### src/rtl/uart_tx_fifo_if.sv
// uart_tx_fifo_if: write-side and line-side signals of the buffered UART
// transmitter.
//   wr_data/wr_en : byte and enqueue strobe (master -> slave)
//   full/count    : FIFO occupancy, registered (slave -> master)
//   overflow      : one-cycle pulse after a write was dropped
//   busy/tx       : frame-in-progress flag and the serial line
interface uart_tx_fifo_if #(
    parameter int DEPTH = 8
);
    localparam int CW = $clog2(DEPTH) + 1;

    logic [7:0]    wr_data;
    logic          wr_en;
    logic          full;
    logic [CW-1:0] count;
    logic          overflow;
    logic          busy;
    logic          tx;

    modport master (
        output wr_data, wr_en,
        input  full, count, overflow, busy, tx
    );

    modport slave (
        input  wr_data, wr_en,
        output full, count, overflow, busy, tx
    );
endinterface

### src/rtl/uart_tx_fifo.sv
// uart_tx_fifo: byte FIFO feeding an 8N1 serializer.
//   clk   : system clock, all state on the rising edge
//   reset : asynchronous, active-low; clears FIFO, FSM and forces tx high
//   bus   : uart_tx_fifo_if slave (wr_data, wr_en in; full, count,
//           overflow, busy, tx out)
// Bytes written while a frame is on the line queue up; the FSM pops the
// next byte from IDLE, so consecutive frames are separated by one idle
// cycle. count excludes the byte currently being shifted.
module uart_tx_fifo #(
    parameter int CLKS_PER_BIT = 10416,
    parameter int DEPTH        = 8
) (
    input  logic          clk,
    input  logic          reset,
    uart_tx_fifo_if.slave bus
);
    localparam int AW = $clog2(DEPTH);
    localparam int CW = AW + 1;
    localparam int BW = $clog2(CLKS_PER_BIT);

    typedef enum logic [1:0] {IDLE, START, DATA, STOP} state_t;

    // ---------------- FIFO storage and bookkeeping ----------------
    logic [7:0]    mem [DEPTH];
    logic [AW-1:0] wr_ptr, rd_ptr;
    logic [CW-1:0] count_q, count_n;
    logic          full_q;
    logic          ovf_q;

    // ---------------- serializer state ----------------
    state_t        state_q, state_n;
    logic [BW-1:0] baud_q, baud_n;
    logic [2:0]    bit_q, bit_n;
    logic [7:0]    shift_q, shift_n;
    logic          tx_q, tx_n;
    logic          busy_q, busy_n;

    logic wr_acc;
    logic pop;
    logic baud_end;

    // full is the registered pre-edge value, so a write colliding with a
    // pop from a full FIFO is still rejected.
    assign wr_acc   = bus.wr_en && !full_q;
    assign pop      = (state_q == IDLE) && (count_q != '0);
    assign baud_end = (baud_q == BW'(CLKS_PER_BIT - 1));

    always_comb begin
        count_n = count_q;
        if (wr_acc && !pop)
            count_n = count_q + 1'b1;
        else if (!wr_acc && pop)
            count_n = count_q - 1'b1;
    end

    always_ff @(posedge clk or negedge reset) begin
        if (!reset) begin
            wr_ptr  <= '0;
            rd_ptr  <= '0;
            count_q <= '0;
            full_q  <= 1'b0;
            ovf_q   <= 1'b0;
        end else begin
            if (wr_acc)
                wr_ptr <= wr_ptr + 1'b1;
            if (pop)
                rd_ptr <= rd_ptr + 1'b1;
            count_q <= count_n;
            full_q  <= (count_n == CW'(DEPTH));
            ovf_q   <= bus.wr_en && full_q;
        end
    end

    // Storage needs no reset: count and pointers define what is valid.
    always_ff @(posedge clk) begin
        if (wr_acc)
            mem[wr_ptr] <= bus.wr_data;
    end

    // ---------------- frame FSM ----------------
    always_ff @(posedge clk or negedge reset) begin
        if (!reset) begin
            state_q <= IDLE;
            baud_q  <= '0;
            bit_q   <= '0;
            shift_q <= '0;
            tx_q    <= 1'b1;
            busy_q  <= 1'b0;
        end else begin
            state_q <= state_n;
            baud_q  <= baud_n;
            bit_q   <= bit_n;
            shift_q <= shift_n;
            tx_q    <= tx_n;
            busy_q  <= busy_n;
        end
    end

    // The baud counter is zeroed on every state entry; within a bit period
    // it just counts up to CLKS_PER_BIT-1.
    always_comb begin
        state_n = state_q;
        baud_n  = baud_q + 1'b1;
        bit_n   = bit_q;
        shift_n = shift_q;
        case (state_q)
            IDLE: begin
                baud_n = '0;
                if (pop) begin
                    state_n = START;
                    shift_n = mem[rd_ptr];
                end
            end
            START: begin
                if (baud_end) begin
                    state_n = DATA;
                    baud_n  = '0;
                    bit_n   = '0;
                end
            end
            DATA: begin
                if (baud_end) begin
                    baud_n = '0;
                    if (bit_q == 3'd7)
                        state_n = STOP;
                    else
                        bit_n = bit_q + 1'b1;
                end
            end
            STOP: begin
                if (baud_end) begin
                    state_n = IDLE;
                    baud_n  = '0;
                end
            end
            default: state_n = IDLE;
        endcase
    end

    // tx and busy are decoded from the next state and registered, so the
    // line changes on the same edge as the state and never glitches.
    always_comb begin
        tx_n   = 1'b1;
        busy_n = (state_n != IDLE);
        case (state_n)
            START:   tx_n = 1'b0;
            DATA:    tx_n = shift_n[bit_n];
            default: tx_n = 1'b1;
        endcase
    end

    assign bus.full     = full_q;
    assign bus.count    = count_q;
    assign bus.overflow = ovf_q;
    assign bus.busy     = busy_q;
    assign bus.tx       = tx_q;

endmodule

### src/flat_wrapper.sv
// flat-port wrapper written by rule: the top's interface ports become plain ports
module uart_tx_fifo_flat 
#(
    parameter int CLKS_PER_BIT = 10416,
    parameter int DEPTH        = 8
)
  (clk, reset, bus_wr_data, bus_wr_en, bus_full, bus_count, bus_overflow, bus_busy, bus_tx);
  uart_tx_fifo_if #(.DEPTH(DEPTH)) bus_i ();
  input  logic clk;
  input  logic reset;
  input wire logic [$bits(bus_i.wr_data)-1:0] bus_wr_data;
  input wire logic [$bits(bus_i.wr_en)-1:0] bus_wr_en;
  output wire logic [$bits(bus_i.full)-1:0] bus_full;
  output wire logic [$bits(bus_i.count)-1:0] bus_count;
  output wire logic [$bits(bus_i.overflow)-1:0] bus_overflow;
  output wire logic [$bits(bus_i.busy)-1:0] bus_busy;
  output wire logic [$bits(bus_i.tx)-1:0] bus_tx;
  assign bus_i.wr_data = bus_wr_data;
  assign bus_i.wr_en = bus_wr_en;
  assign bus_full = bus_i.full;
  assign bus_count = bus_i.count;
  assign bus_overflow = bus_i.overflow;
  assign bus_busy = bus_i.busy;
  assign bus_tx = bus_i.tx;
  uart_tx_fifo #(.CLKS_PER_BIT(CLKS_PER_BIT), .DEPTH(DEPTH)) u_core (.clk(clk), .reset(reset), .bus(bus_i));
endmodule
### config.mk
export PLATFORM = sky130hd
export DESIGN_NAME = uart_tx_fifo_flat
export DESIGN_NICKNAME = d
export VERILOG_FILES = /design/src/rtl/uart_tx_fifo_if.sv /design/src/rtl/uart_tx_fifo.sv /design/src/flat_wrapper.sv
export SDC_FILE = /design/constraint.sdc
export NUM_CORES = 1
export LEC_CHECK = 0
export CAP_MARGIN = 30
export CORE_UTILIZATION = 40
export DETAILED_ROUTE_END_ITERATION = 8
export PLACE_DENSITY = 0.61
export SETUP_SLACK_MARGIN = 0.3
export SLEW_MARGIN = 20
export SYNTH_ARGS = -nofsm -noshare
export SYNTH_HDL_FRONTEND = slang
export SYNTH_SLANG_ARGS = --single-unit
### constraint.sdc
create_clock -name clk -period 2.6 [get_ports clk]
set_input_delay 0.26 -clock clk [delete_from_list [all_inputs] [get_ports clk]]
set_output_delay 0.26 -clock clk [all_outputs]
set_load 0.005 [all_outputs]
Word-level counts from Yosys, hierarchy flattened
Memories as Yosys holds them, arrays and structs flattened.
Index checks and enable logic that the tools add are counted.
Cells by class
  muxes and demuxes: 21
  equal/unequal tests: 8
  reductions and logical operators: 12
  add/subtract/negate cells: 6
  order comparisons: 1
Operator list (number)
  case mux 14 bit (2 select lines): 1
  two-way mux 8 bit: 2
  adder 14 x 1 -> 14 bit (second input constant): 1
  equality test 14 bit (second input constant): 1
  two-way mux 14 bit: 1
  two-way mux 2 bit: 5
  adder 3 x 1 -> 3 bit (second input constant): 3
  two-way mux 3 bit: 3
  two-way mux 4 bit: 2
  case mux 2 bit (4 select lines): 1
  equality test 2 bit (second input constant): 3
  case mux 3 bit (2 select lines): 1
  logical AND 1 bit: 5
  adder 4 x 1 -> 4 bit (second input constant): 1
  equality test 2 x 1 -> 1 bit (second input constant): 2
  equality test 4 bit (second input constant): 1
  < comparator 3 x 4 -> 1 bit (second input constant): 1
  nonzero test 4 bit: 1
  subtractor 4 x 1 -> 4 bit (second input constant): 1
  binary-select mux 1 bit (select 3 bit): 1
  equality test 3 bit (second input constant): 1
  zero test 1 bit: 3
  two-way mux 1 bit: 3
  OR reduction 3 bit: 1
  3 further kinds: 3
Word-level totals
  logic and storage cells: 60
  memories kept: 1
  bits in registers: 41
  bits of input ports: 11
  output and inout bits: 8
  bits in writable memories: 64
Memory list
  u_core.mem: words 8, width 8, read ports 1, clocked after Yosys merged registers in 0, write ports 1, RTL line uart_tx_fifo.sv:24  | logic [7:0] mem [DEPTH];

Depth between registers and ports, before layout
Gate-level depths: netlist (run 1).
  depth after elaboration: 7
  mapped depth: 10
  depth with buffers taken out: 9

Worst setup path before layout (run 1)
OpenSTA, ideal clock, no wires.
  path type: register to register
  start point: reg u_core.baud_q[0]
  end point: reg u_core.tx_q (netlist: u_core.bus.tx)
  path buffers: 1
  library setup time: 97 ps
  stages on the path, launching flop included: 10
  data arrival time: 2135 ps
  clock period less this slack: 2232 ps
  setup slack: 368 ps
  data required time: 2503 ps
  path through: dfrtp_1 -> ha_1 -> and4_1 -> buf_6 -> nand2_2 -> or4_4 -> nand3_4 -> mux2_2 -> a211oi_1 -> a32oi_1
Between the ends
  cells in the longest elaborated chain, start to end: 6
  elaborated cells on any way between the ends: 13
  those cells by class: eq/ne: 3; mux: 10
Ends and longest elaborated chain
  start: declaration: RTL line uart_tx_fifo.sv:32  | logic [BW-1:0] baud_q, baud_n;
  start signal: assignment: RTL line uart_tx_fifo.sv:91  | baud_q <= baud_n;
  equality test 14 bit *: RTL line uart_tx_fifo.sv:46  | assign baud_end = (baud_q == BW'(CLKS_PER_BIT - 1));
  two-way mux 3 bit, on equally long branches: RTL line uart_tx_fifo.sv:122, uart_tx_fifo.sv:115
  case mux 3 bit (2 select lines) *: RTL line uart_tx_fifo.sv:106  | case (state_q)
  net u_core.bit_n[0]: RTL line uart_tx_fifo.sv:33  | logic [2:0] bit_q, bit_n;
  binary-select mux 1 bit (select 3 bit) *: RTL line uart_tx_fifo.sv:147  | DATA: tx_n = shift_n[bit_n];
  two-way mux 1 bit (implied by the code) *: RTL line uart_tx_fifo.sv:147
  case mux 1 bit (2 select lines) *: RTL line uart_tx_fifo.sv:145  | case (state_n)
  net u_core.tx_n: RTL line uart_tx_fifo.sv:35  | logic tx_q, tx_n;
  end signal: assignment: RTL line uart_tx_fifo.sv:94  | tx_q <= tx_n;
  end: declaration: RTL line uart_tx_fifo.sv:35
Mark *: on every way through the listed nets, which the timed path passes. The rest lies on a longest branch. The select of a mux whose other input is x is not followed.
A chain may end at the register's enable or synchronous reset.

Worst setup path in the final report (run 1)
  start point: reg u_core.baud_q[12]
  end point: reg u_core.tx_q (netlist: u_core.bus.tx)
Between the ends
  cells in the longest elaborated chain, start to end: 6
  elaborated cells on any way between the ends: 13
  those cells by class: eq/ne: 3; mux: 10
Ends and longest elaborated chain (RTL line)
  equality test 14 bit *: uart_tx_fifo.sv:46
  two-way mux 3 bit, on equally long branches: uart_tx_fifo.sv:122, uart_tx_fifo.sv:115
  case mux 3 bit (2 select lines): uart_tx_fifo.sv:106
  binary-select mux 1 bit (select 3 bit): uart_tx_fifo.sv:147
  two-way mux 1 bit (implied by the code): uart_tx_fifo.sv:147
  case mux 1 bit (2 select lines) *: uart_tx_fifo.sv:145
  net u_core.tx_n: uart_tx_fifo.sv:35
Marks and branches as above.

==> metrics.yaml, run 1 <==
status: "completed"
diodes: 0
yosys.area.top_type: "edfxtp_1"
wl_met2_um: 4400
crit_fanout: 4
finalSetupViolCount: 0
io_buffers: 18
antenna_found_initial: 0
netlist_area_mm2: 0.00458
share_comb_of_total_power_pct: 32.7
syn_avg_cell_area_um2: 14.6
worstPathArrival_ns: 2.46
syn_inst: 314
first_iter_violations: 120
viasPerCell: 5.06
synthFlopType: "edfxtp_1"
vias: 2550
insertion_delay_ns: 0.34
ant_nets: 0
met3_length_um: 195
fin_crit_sh_pct: 85.3
synthMostInstantiatedCell: "edfxtp_1"
synth_fp_nets: 335
crit_path_start_kind: "flop"
fp.dieH_um: 109
p_per_area_mw_per_mm2: 977
clk_pin_slew_worst_paths_ns: 0.07
synth_warnings: 0
synth_edf_count: 64
synth-compound-area-share_pct: 4.02
yosys-mux-area-fraction_pct: 11.0
p_seq_share_pct: 43.4
wl_met1_um: 3750
drive_gt1_share_pct: 25.5
synth-simple-area-share_pct: 12.1
dieWidth_um: 109
peakVddDrop_uv: 496
leakagePower_nw: 2.06
critPathCaptureType: "flop"
cts_tree: "built"
rows: 38
ys_ff_latch: 105
htree_levels: 3
start_util_pct: 41.7
grt.overflow.total: 0
fillers: 921
synth_xor_area_share_pct: 3.44
async_flop_share_pct: 39.0
synth_top_family_by_area: "simple AND/OR/NAND/NOR gates"
p_sw_w: 0.00169
grt_pass1_wl_um: 13600
grt_pass1_vias: 2635
critPathKind: "reg2reg"
place_congestion: 0.742
p_clk_share_pct: 23.9
ios: 19
top_layer: "met4"
fin_nets: 380
hpwl_um: 5220
synth_fa_ha_area_share_pct: 2.73
synthTopCellsByCount: "64 x edfxtp_1, 40 x dfrtp_1, 31 x nand2_1, 22 x nor2_1, 16 x mux4_2"
wl_per_cell_um: 16.7
power_w: 0.00540
area_delta_synth_final_pct: 20.5
grt_start_max_net_pins: 42
worstMarginPinSlew_ns: 0.577
fin_skew_ns: 0.00933
drtPass1Iterations: 4
wirelength_um: 8410
synth_cell_types: 52
grt_usage_pct: 15.7
fin_crit_ns: 2.22
die_area_mm2: 0.0119
synth_area_leaders: "edfxtp_1 42%, dfrtp_1 22%, mux4_2 7.9%, ha_1 2.7%, nand2_1 2.5%"
synth.top_cell.area_share_pct: 42.0
p_sw_share_pct: 31.4
fin_tns_setup_ns: 0
coreArea_mm2: 0.0110
cts_buffer_depth: 2
p_int_w: 0.00370
drc: 0
r2r_cells: 10
maxSlewHeadroom_pct: 61.5
final-hold-violation-count: 0
grt_setup_unrepaired: "no"
design_area_mm2: 0.00552
maxSlewViolCount: 0
numClockSinks: 105
clock.fmax_mhz: 451
cp.required_ns: 2.84
root_buffer: "clkbuf_16"
maxCapViolCount: 0
cts_buffers: 9
ys_seq_area_share_pct: 64.4
placed_area_mm2: 0.00498
holdCritPathClass: "in2async"
power groups by stage:
stage | logic, W | registers (W) | clock network, W
floorplan | 0.00117 | 0.00229 | 0
finish | 0.00176 | 0.00234 | 0.00129
detailed placement | 0.00164 | 0.00237 | 0
CTS | 0.00173 | 0.00233 | 0.00133
global route | 0.00195 | 0.00239 | 0.00139
global placement | 0.00162 | 0.00236 | 0
per-layer routing:
layer,global-route usage (%),vias up
li1,-,1259
met1,19.3,1262
met2,27.2,24
met3,3.77,5
met4,5.21,0
met5,0,-
critical path: stages, from the launching register on:
cell and delay, ns:
dfrtp_1 0.43, nor4b_4 0.35, buf_4 0.17, buf_4 0.11, nand2_1 0.07, nor2_4 0.15
mux2i_2 0.26, buf_4 0.16, nor3_2 0.05, a211oi_2 0.23, a32oi_1 0.13
sequential cells by signal, summed over array words and instances (netlist names):
signal / flops
u_core.bus.full: 1
u_core.bus.busy: 1
u_core.bus.tx: 1
u_core.rd_ptr: 3
u_core.shift_q: 8
u_core.bus.count: 4
u_core.baud_q: 14
u_core.wr_ptr: 3
u_core.mem: 64
u_core.bus.overflow: 1
u_core.bit_q: 3
u_core.state_q: 2
cell type report:
class | instances | area, um2 | share of cell area, %
Inverter | 8 | 30.0 | 0.544
Clock inverter | 7 | 60.1 | 1.09
Multi-Input combinational cell | 190 | 1640 | 29.7
Clock buffer | 9 | 225 | 4.08
Timing Repair Buffer | 45 | 438 | 7.93
Tap cell | 140 | 175 | 3.17
Sequential cell | 105 | 2950 | 53.5
path summary, 6_finish.rpt:
path / startpoint / endpoint / slack, ns
worst max-delay path: u_core.baud_q[12] / u_core.bus.tx / 0.38
worst min-delay path: reset / u_core.wr_ptr[0] / 0.39
worst max register to register: u_core.baud_q[12] / u_core.bus.tx / 0.38
worst min register to register: u_core.shift_q[1] / u_core.shift_q[1] / 0.49
max in group asynchronous: reset / u_core.bus.tx / 1.65
min in group clk: u_core.shift_q[1] / u_core.shift_q[1] / 0.49
what timing repair did:
| item | in CTS | in global routing |
|---|---|---|
| cloned | 0 | 0 |
| hold endpoints to repair | 0 | 16 |
| pin swaps | 4 | 6 |
| resized for setup | 10 | 19 |
| hold buffers | 0 | 1 |
| endpoints found under the setup margin | 1 | 2 |
| setup buffers | 8 | 5 |
stage by stage:
| stage | std cells | hold slack [ns] | util (%) | setup slack, ns |
|---|---|---|---|---|
| floorplan | 314 | -0.0356 | - | 0.368 |
| global placement | 473 | 0.458 | 45.4 | 0.249 |
| detailed placement | 473 | 0.454 | 45.4 | 0.107 |
| CTS | 497 | 0.0849 | 49.0 | 0.314 |
| global route | 504 | 0.452 | 50.3 | 0.278 |
| finish | 504 | 0.395 | 50.3 | 0.381 |
cell families (layout without fill, tap and decap cells):
family	after synthesis	count (layout)
flops	105	105
simple gates	103	103
compound gates	29	29
fa+ha+maj	10	10
buf+inv	19	69
mux	30	30
xor+xnor	18	18
placed cells by master (no fill, tap or decap), drive strengths merged, types with 3 or more instances in the layout:
master / instances
nor2: 22
buf: 27
nor2b: 3
nand2b: 5
dfrtp: 40
clkbuf: 9
o21ai: 13
xnor2: 9
edfxtp: 64
mux4: 16
mux2i: 11
xor2: 9
clkinv: 3
a41oi: 3
nand3: 14
ha: 10
inv: 12
nand2: 32
a21oi: 5
nor3: 6
clkdlybuf4s50: 17
and4: 3
mux2: 3
No activity file was read; power rests on OpenSTA's default activity.
==> run 2, diff against run 1 <==
- CORE_MARGIN: default -> 3
- DONT_BUFFER_PORTS: default -> 1
- PLACE_DENSITY: 0.61 -> 0.59
==> metrics.yaml, run 2 (synthesized netlist as in run 1, its figures left out) <==
hp-start: "bus_wr_en"
timing.hold.ws_ns: 0.0402
holdCritPathClass: "in2reg"
final-hold-violation-count: 0
final_cell_mix: "64 x edfxtp_1, 40 x dfrtp_1, 31 x nand2_1, 26 x buf_4, 21 x nor2_1"
r2r_cells: 9
wl_per_cell_um: 17.1
antenna_found_initial: 0
io_buffers: 0
drtPass1Iterations: 4
htree_levels: 3
leakagePower_nw: 2.04
root_buffer: "clkbuf_16"
start_util_pct: 41.5
maxCapViolCount: 0
p_per_area_mw_per_mm2: 978
crit_slowest_cell: "dfrtp_1"
grt_usage_pct: 14.2
area_delta_synth_final_pct: 18.5
first_iter_violations: 147
fin_crit_sh_pct: 85.5
top_regs: "u_core.mem x64, u_core.baud_q x14, u_core.shift_q x8"
r2r-start: "u_core.baud_q[1]"
coreArea_mm2: 0.0110
vias: 2582
regArea_mm2: 0.00295
p_sw_share_pct: 32.0
r2r_slack_ns: 0.38
grt_setup_unrepaired: "no"
worstPathArrival_ns: 2.48
viasPerCell: 5.16
power_w: 0.00531
rows: 38
die_area_mm2: 0.0128
min_to: "u_core.bus.overflow"
maxSlewHeadroom_pct: 63.3
worstMarginPinSlew_ns: 0.544
wirelength_um: 8560
fin_nets: 376
fillers: 968
hpwl_um: 5320
top_register: "u_core.mem"
place_congestion: 0.725
cts_buffers: 9
share_comb_of_total_power_pct: 31.4
worst-path-buf-inv: 1
reg2reg_to: "u_core.bus.tx"
insertion_delay_ns: 0.34
cts_tree: "built"
fin_tns_setup_ns: 0
hold_depth: 1
critPathTopFamily: "simple AND/OR/NAND/NOR gates"
critPathKind: "reg2reg"
ios: 19
dieWidth_um: 113
p_seq_share_pct: 43.9
maxSlewViolCount: 0
final_common_cell: "edfxtp_1"
p_sw_w: 0.00170
numClockSinks: 105
drive_gt1_share_pct: 23.9
multiInputGateArea_mm2: 0.00162
cts_buffer_depth: 2
peakVddDrop_uv: 539
cp_cell_sequence: "ha_4 -> and4_4 -> buf_4 -> and4_2 -> a31oi_1 -> nor2_2 -> o21ai_0 -> or2_0 -> a32oi_1"
drc: 0
clk_pin_slew_worst_paths_ns: 0.07
finalSetupViolCount: 0
p_int_w: 0.00361
clock.fmax_mhz: 450
grt_pass1_vias: 2766
fin_crit_ns: 2.22
grt_start_max_net_pins: 42
diodes: 0
status: "completed"
p_clk_share_pct: 24.7
grt.overflow.total: 0
crit_fanout: 6
grt_pass1_wl_um: 14000
fp.dieH_um: 113
ant_nets: 0
critPathCaptureType: "flop"
largest_reg_flops: 64
cp.required_ns: 2.86
fin_skew_ns: 0.00859
slowest_delay_ns: 0.42
crit_path_start_kind: "flop"
-- run 2: layout make-up --
type                    instances  share of cell area (%)
clock buffers                  10                    4.22
clock inverters                 6                    1.04
inverters                       8                   0.553
multi-input cells             190                    29.9
flip-flops and latches        105                    54.3
well taps                     140                    3.23
repair buffers                 41                    6.73
-- run 2: timing repair --
action	CTS	global route
gates resized for setup	8	10
pin swaps	3	5
hold buffers	10	4
setup buffers	7	5
setup endpoints to repair	2	2
endpoints found under the hold margin	94	11
-- run 2: how the worst max path moves through the flow --
stage | start | endpoint | slack [ns] | depth (start not counted)
2_1_floorplan | u_core.baud_q[0] | u_core.bus.tx | 0.37 | 9
3_3_place_gp | u_core.baud_q[0] | u_core.bus.tx | 0.25 | 8
3_5_place_dp | u_core.state_q[1] | u_core.bus.tx | 0.15 | 9
4_1_cts | u_core.baud_q[1] | u_core.bus.tx | 0.30 | 8
5_1_grt | u_core.baud_q[1] | u_core.bus.tx | 0.27 | 8
6_report | u_core.baud_q[1] | u_core.bus.tx | 0.38 | 9
-- run 2: power groups by stage --
stage               sequential (W)  combinational, W  clock (W)
global route               0.00237           0.00186    0.00142
CTS                        0.00233           0.00162    0.00135
detailed placement         0.00237           0.00151          0
global placement           0.00236           0.00150          0
finish                     0.00233           0.00166    0.00131
floorplan                  0.00229           0.00117          0
-- run 2: layer usage --
layer | vias to the layer above | part of all wire (%) | track usage [%]
li1 | 1253 | - | -
met1 | 1294 | 44 | 17.2
met2 | 24 | 52 | 24.5
met3 | 11 | 2.5 | 3.74
met4 | 0 | 1.6 | 4.97
met5 | - | 0 | 0
-- run 2: per-stage QoR --
| step | worst slack, ns | instances | instance area, um2 | util, % |
|---|---|---|---|---|
| 6_report | 0.376 | 500 | 5430 | 49.2 |
| 3_3_place_gp | 0.252 | 458 | 4810 | 43.6 |
| 2_1_floorplan | 0.368 | 314 | 4580 | - |
| 4_1_cts | 0.301 | 491 | 5300 | 48.0 |
| 3_5_place_dp | 0.150 | 458 | 4810 | 43.6 |
| 5_1_grt | 0.268 | 500 | 5430 | 49.2 |
